$ cat src/rtl/port_shift_out.sv
// Serialises the 8-bit output-port value into an external 74HC595-style register (ser/srclk/rclk).
// Optional PORT_SHIFT_OE_EN adds oe_n, held high after reset until the first completed latch.
module port_shift_out #(
    parameter int unsigned CLK_DIV   = 2,
    parameter bit          MSB_FIRST = 1'b1
) (
    input  logic       clk,
    input  logic       rst,
    input  logic [7:0] valuePort,
    input  logic       refresh,
    output logic       ser,
    output logic       srclk,
    output logic       rclk,
`ifdef PORT_SHIFT_OE_EN
    output logic       oe_n,
`endif
    output logic       busy
);

    typedef enum logic [2:0] {
        StIdle,
        StLoad,
        StShiftLo,
        StShiftHi,
        StLatchHi,
        StLatchLo
    } stateT;

    localparam logic [7:0] DivLast = 8'(CLK_DIV - 1);

    stateT      stateQ, stateD;
    logic [7:0] divCntQ, divCntD;
    logic [2:0] bitCntQ, bitCntD;
    logic [7:0] shiftRegQ, shiftRegD;
    logic [7:0] snapshotQ, snapshotD;
    logic [7:0] lastSentQ, lastSentD;
    logic       pendingQ, pendingD;
    logic       serQ, serD;
    logic       srclkQ, srclkD;
    logic       rclkQ, rclkD;
    logic       busyQ, busyD;
    logic       phaseEnd;
`ifdef PORT_SHIFT_OE_EN
    logic       oeNQ, oeND;
`endif

    assign phaseEnd = (divCntQ == DivLast);

    always_comb begin
        stateD    = stateQ;
        divCntD   = divCntQ;
        bitCntD   = bitCntQ;
        shiftRegD = shiftRegQ;
        snapshotD = snapshotQ;
        lastSentD = lastSentQ;
        // A refresh outside IDLE is remembered so exactly one extra transfer follows.
        pendingD  = pendingQ | refresh;
`ifdef PORT_SHIFT_OE_EN
        oeND      = oeNQ;
`endif
        case (stateQ)
            StIdle: begin
                if ((valuePort != lastSentQ) || pendingQ || refresh) begin
                    stateD   = StLoad;
                    pendingD = 1'b0;
                end
            end
            StLoad: begin
                snapshotD = valuePort;
                shiftRegD = valuePort;
                bitCntD   = 3'd0;
                divCntD   = 8'd0;
                stateD    = StShiftLo;
            end
            StShiftLo: begin
                if (phaseEnd) begin
                    divCntD = 8'd0;
                    stateD  = StShiftHi;
                end else begin
                    divCntD = divCntQ + 8'd1;
                end
            end
            StShiftHi: begin
                if (phaseEnd) begin
                    divCntD   = 8'd0;
                    shiftRegD = MSB_FIRST ? {shiftRegQ[6:0], 1'b0} : {1'b0, shiftRegQ[7:1]};
                    bitCntD   = bitCntQ + 3'd1;
                    stateD    = (bitCntQ == 3'd7) ? StLatchHi : StShiftLo;
                end else begin
                    divCntD = divCntQ + 8'd1;
                end
            end
            StLatchHi: begin
                if (phaseEnd) begin
                    divCntD = 8'd0;
                    stateD  = StLatchLo;
                end else begin
                    divCntD = divCntQ + 8'd1;
                end
            end
            StLatchLo: begin
                if (phaseEnd) begin
                    divCntD   = 8'd0;
                    lastSentD = snapshotQ;
                    stateD    = StIdle;
`ifdef PORT_SHIFT_OE_EN
                    oeND      = 1'b0;
`endif
                end else begin
                    divCntD = divCntQ + 8'd1;
                end
            end
            default: stateD = StIdle;
        endcase
    end

    // Pin values are decoded from the next state so every output comes straight from a flop.
    always_comb begin
        serD   = 1'b0;
        srclkD = (stateD == StShiftHi);
        rclkD  = (stateD == StLatchHi);
        busyD  = (stateD != StIdle);
        if ((stateD == StShiftLo) || (stateD == StShiftHi)) begin
            serD = MSB_FIRST ? shiftRegD[7] : shiftRegD[0];
        end
    end

    always_ff @(posedge clk or posedge rst) begin
        if (rst) begin
            stateQ    <= StIdle;
            divCntQ   <= 8'd0;
            bitCntQ   <= 3'd0;
            shiftRegQ <= 8'h00;
            snapshotQ <= 8'h00;
            lastSentQ <= 8'h00;
            pendingQ  <= 1'b1;
            serQ      <= 1'b0;
            srclkQ    <= 1'b0;
            rclkQ     <= 1'b0;
            busyQ     <= 1'b0;
`ifdef PORT_SHIFT_OE_EN
            oeNQ      <= 1'b1;
`endif
        end else begin
            stateQ    <= stateD;
            divCntQ   <= divCntD;
            bitCntQ   <= bitCntD;
            shiftRegQ <= shiftRegD;
            snapshotQ <= snapshotD;
            lastSentQ <= lastSentD;
            pendingQ  <= pendingD;
            serQ      <= serD;
            srclkQ    <= srclkD;
            rclkQ     <= rclkD;
            busyQ     <= busyD;
`ifdef PORT_SHIFT_OE_EN
            oeNQ      <= oeND;
`endif
        end
    end

    assign ser   = serQ;
    assign srclk = srclkQ;
    assign rclk  = rclkQ;
    assign busy  = busyQ;
`ifdef PORT_SHIFT_OE_EN
    assign oe_n  = oeNQ;
`endif

endmodule
$ cat config.mk
export PLATFORM = sky130hd
export DESIGN_NAME = port_shift_out
export DESIGN_NICKNAME = d
export VERILOG_FILES = /design/src/rtl/port_shift_out.sv
export SDC_FILE = /design/constraint.sdc
export NUM_CORES = 1
export LEC_CHECK = 0
export ABC_CLOCK_PERIOD_IN_PS = 3300
export CORE_AREA = 2 2 65 67
export CTS_BUF_LIST = sky130_fd_sc_hd__clkbuf_4 sky130_fd_sc_hd__clkbuf_8
export DETAILED_ROUTE_END_ITERATION = 10
export DIE_AREA = 0 0 67 69
export GPL_TIMING_DRIVEN = 0
export PLACE_DENSITY = 0.82
export SETUP_SLACK_MARGIN = 0.15
export SLEW_MARGIN = 20
export SYNTH_ARGS = -nofsm -noshare
export SYNTH_HDL_FRONTEND = slang
export SYNTH_SLANG_ARGS = --single-unit
$ cat constraint.sdc
create_clock -name clk -period 3.3 [get_ports clk]
set_input_delay 0.66 -clock clk [delete_from_list [all_inputs] [get_ports clk]]
set_output_delay 0.66 -clock clk [all_outputs]
set_load 0.05 [all_outputs]
After elaboration in Yosys (flattened, before gate mapping) --
Index checks and enable logic that the tools add are counted.
Word-level totals: word-level logic and storage cells 53, bits in registers 43
Cells by class: mux-type cells 16, bitwise operators 1, reduce and logical (&&, ||, !) cells 10, equality and inequality tests 12, add/subtract/negate cells 2
Operators with widths (count):
- 8-bit case mux with 2 select lines | 2
- 3-bit 2-to-1 mux | 7
- 3-bit case mux with 6 select lines | 1
- 8-bit 2-to-1 mux | 2
- 3-bit by 2-bit == test with 1-bit output, second input constant | 4
- 3-bit == test, second input constant | 4
- 8-bit by 1-bit adder with 8-bit output, second input constant | 1
- 8-bit by 1-bit == test with 1-bit output, second input constant | 1
- 8-bit != test | 1
- 3-bit case mux with 2 select lines | 1
- 2-bit AND reduction | 2
- 2-bit nonzero test | 2
- 4-bit OR reduction | 1
- 3-bit by 1-bit adder with 3-bit output, second input constant | 1
- 3-bit by 1-bit == test with 1-bit output, second input constant | 1
- 3-bit zero test | 1
- 1-bit logical OR | 3
- 1-bit 2-to-1 mux | 3
- 3-bit nonzero test | 1
- 2-bit != test, second input constant | 1
- 1-bit OR | 1

Longest topological paths before layout --
depth in word-level cells 8, depth in mapped cells 6

Worst setup path after synthesis --
Ideal clock, no wire load.
path type flip-flop to flip-flop, from register divCntQ[1], to register bitCntQ[2], setup slack 1602 ps, data arrival time 1576 ps, clock period less this slack 1698 ps, data required time 3178 ps, stages on the path, launching flop included 7, path buffers 0, cell sequence dfrtp_1 -> inv_1 -> ha_1 -> or4b_4 -> nor2_4 -> o21ai_0 -> a32o_1
On the way: word-level cells in the longest chain between the ends 3
RTL lines:
- start: declaration | RTL line 32 | logic [7:0] divCntQ, divCntD;
- start signal: assignment | RTL line 146 | divCntQ <= divCntD;
- 8-bit by 1-bit == test with 1-bit output | RTL line 47 | assign phaseEnd = (divCntQ == DivLast);
- 2-bit != test (no line)
- 2-bit AND reduction (no line)
- end signal: assignment | RTL line 147 | bitCntQ <= bitCntD;
- end: declaration | RTL line 33 | logic [2:0] bitCntQ, bitCntD;
No other way between the ends. A chain may end at the register's enable or synchronous reset.

Worst setup path in the final report --
from register busyQ, in the netlist busy, to output busy
RTL lines:
- start: declaration | RTL line 41 | logic busyQ, busyD;
- start signal: assignment | RTL line 155 | busyQ <= busyD;
- end: declaration | RTL line 17 | output logic busy
No word-level cell between the ends.

==> results.ini <==
[synthesis]
ys.flop_type=dfrtp_1
avgSynthCellArea_um2=10.3
synth_warnings=0
synth_async_sr_flop_share_pct=100
syn_inst=203
synth_seq_cells=43
synth_cell_type_count=46
netlist_area_um2=2090
syn_nets=218
synth-edff-count=0
synth_seq_area_share_pct=51.4

[setup_path]
crit_chain=clkdlybuf4s50_1
required_ns=2.64
r2r-end=lastSentQ[3]
crit_end=busy
critPathTopFamily=buffers and inverters
rr_worst_depth=6
startpoint=busy
cpMaxStageDelayCell=clkdlybuf4s50_1
worst-path-stages=1
crit-reg2reg-launch=divCntQ[1]
r2r_setup_slack_ns=1.35
startpoint_type=flop
crit_type=flop to output port
crit_fanout=1
critPathBufInv=1
slowest_delay_ns=0.79
arrival_ns=1.41
end_kind=output port

[grt]
grt-ovfl-total=0
gr-usage-all-layers_pct=20.7
grt_pass1_vias=1509
grt_first_pass_wirelength_um=7130
antenna_found_initial=0
grt_max_degree=29

[floorplan]
io_pins=15
core_area_um2=3910
initial_core_util_pct=53.5
dieHeight_um=69
fp-row-count=23
die_w_um=67
die-area_um2=4620

[clocking]
cts_htree_levels=2
insertion_delay_ns=0.30
post_cts_resized=0
clk_pin_slew_ns=0.08
cts_tree=built
ctsRootBufferMaster=clkbuf_8
clk_path_buf_depth=2
ctsHoldBuffers=0
numCtsBuffers=5
post_cts_buffers=0
clock_sinks=43

[sta]
post-route-period-util_pct=62.8
rsz0062_at_grt=no
finalMaxSlewViolations=0
tns_ns=0
fmax_mhz=483
period_minus_slack_ns=2.07
worstMarginPinSlew_ns=0.655
skew_ns=0.00619
hold_violations=0
setup_viol=0
relSlewSlack_pct=56.2

[detailed_routing]
first_pass_iters=4
drt_iter0_drc=71
drt-vias-per-instance=5.59
drt-total-wl_um=4090
num_vias=1543
wire_per_inst_um=14.8
drc=0
antenna_left=0

[placement]
dp_hpwl_um=2820
port_buffers=14
post-place-cells=268
gp_congestion=0.841

[cells_and_area]
layout_common_cells=dfrtp_1 (42), nand2_1 (41), o21ai_0 (14), clkdlybuf4s50_1 (14)
syn2layout_area_growth_pct=16.2
diodes=0
fin_nets=240
fin_cells=276
layout_commonest_cell=dfrtp_1
drive_above_1_share_pct=13.3

[power]
power_density_nw_per_um2=420
ir_worst_vdd_mv=0.324
leakagePower_nw=1.04

[hold_path]
hold_path.startpoint=snapshotQ[5]
hp-class=flop to flop

[outcome]
status=complete, no violations

[run]
cap_viol_max_count=0

==> how the worst min path moves through the flow <==
stage	to	slack, ns	cells after the start
2_1_floorplan	snapshotQ[0]	0.44	2
4_1_cts	snapshotQ[3]	0.48	2
5_1_grt	snapshotQ[2]	0.50	2
3_3_place_gp	snapshotQ[5]	0.45	2
3_5_place_dp	snapshotQ[3]	0.46	2
6_report	snapshotQ[5]	0.48	2
==> area by class of cell <==
type | count | area [µm²]
multi-input cells | 150 | 962
inverters | 5 | 18.8
fillers | 343 | 1480
clock inverters | 2 | 35.0
clock buffers | 6 | 82.6
plain buffers | 5 | 36.3
well taps | 50 | 62.6
flip-flops and latches | 43 | 1080
repair buffers | 15 | 160
==> kinds of logic after synthesis <==
logic type                 synth area share, %
and+or+nand+nor                           19.1
AOI/OAI and AO/OA                         14.6
DFF                                       51.4
xor gates and xnor gates                  4.60
buffers and inverters                     2.63
muxes                                     5.26
adders and majority gates                 2.39
==> state kept, by name, summed over array words and instances (netlist names) <==
register / flops
bitCntQ: 3
busy: 1
divCntQ: 8
lastSentQ: 8
pendingQ: 1
rclk: 1
ser: 1
shiftRegQ: 8
snapshotQ: 8
srclk: 1
stateQ: 3
==> layer usage <==
metal	global-route usage [%]	share of wire [%]	vias to the layer above
met5	0	0	-
met3	6.20	3.5	7
met2	30.0	47	27
met4	9.07	2.4	0
met1	28.5	48	741
li1	-	-	768
==> where the power goes <==
part | leakage [nW] | switching, W | total (W) | internal (W)
Clock | 0.0612 | 0.000179 | 0.000423 | 0.000245
Sequential | 0.532 | 0.00000632 | 0.000545 | 0.000538
Combinational | 0.446 | 0.0000266 | 0.0000542 | 0.0000277
Total | 1.04 | 0.000211 | 0.00102 | 0.000811
==> per-stage QoR <==
| step | util [%] | power, W | area, µm² | setup slack [ns] | hold WS, ns |
|---|---|---|---|---|---|
| global route | 62.2 | 0.00106 | 2430 | 1.18 | 0.497 |
| floorplan | - | 0.000583 | 2090 | 1.60 | 0.442 |
| finish | 62.2 | 0.00102 | 2430 | 1.23 | 0.476 |
| detailed placement | 59.2 | 0.000611 | 2320 | 1.17 | 0.460 |
| global placement | 58.7 | 0.000606 | 2300 | 0.764 | 0.455 |
| CTS | 62.2 | 0.00104 | 2430 | 1.21 | 0.480 |
==> cells in the mapped netlist, types with 2 or more instances <==
cell type / n / area share [%]
a211oi_1: 2 / 0.72
a21o_1: 2 / 0.72
a21oi_1: 10 / 2.4
a22o_1: 2 / 0.84
and3_1: 2 / 0.60
clkbuf_1: 3 / 0.54
dfrtp_1: 42 / 50
ha_1: 4 / 2.4
inv_1: 4 / 0.72
mux2_2: 8 / 4.3
mux2i_1: 2 / 0.96
nand2_1: 41 / 7.3
nand3_1: 4 / 0.96
nand4_1: 3 / 0.90
nor2_1: 7 / 1.3
nor2b_1: 2 / 0.60
nor3_1: 5 / 1.2
o21ai_0: 14 / 3.3
o22ai_1: 10 / 3.0
xnor2_1: 10 / 4.2
No activity file was read; power rests on OpenSTA's default activity.
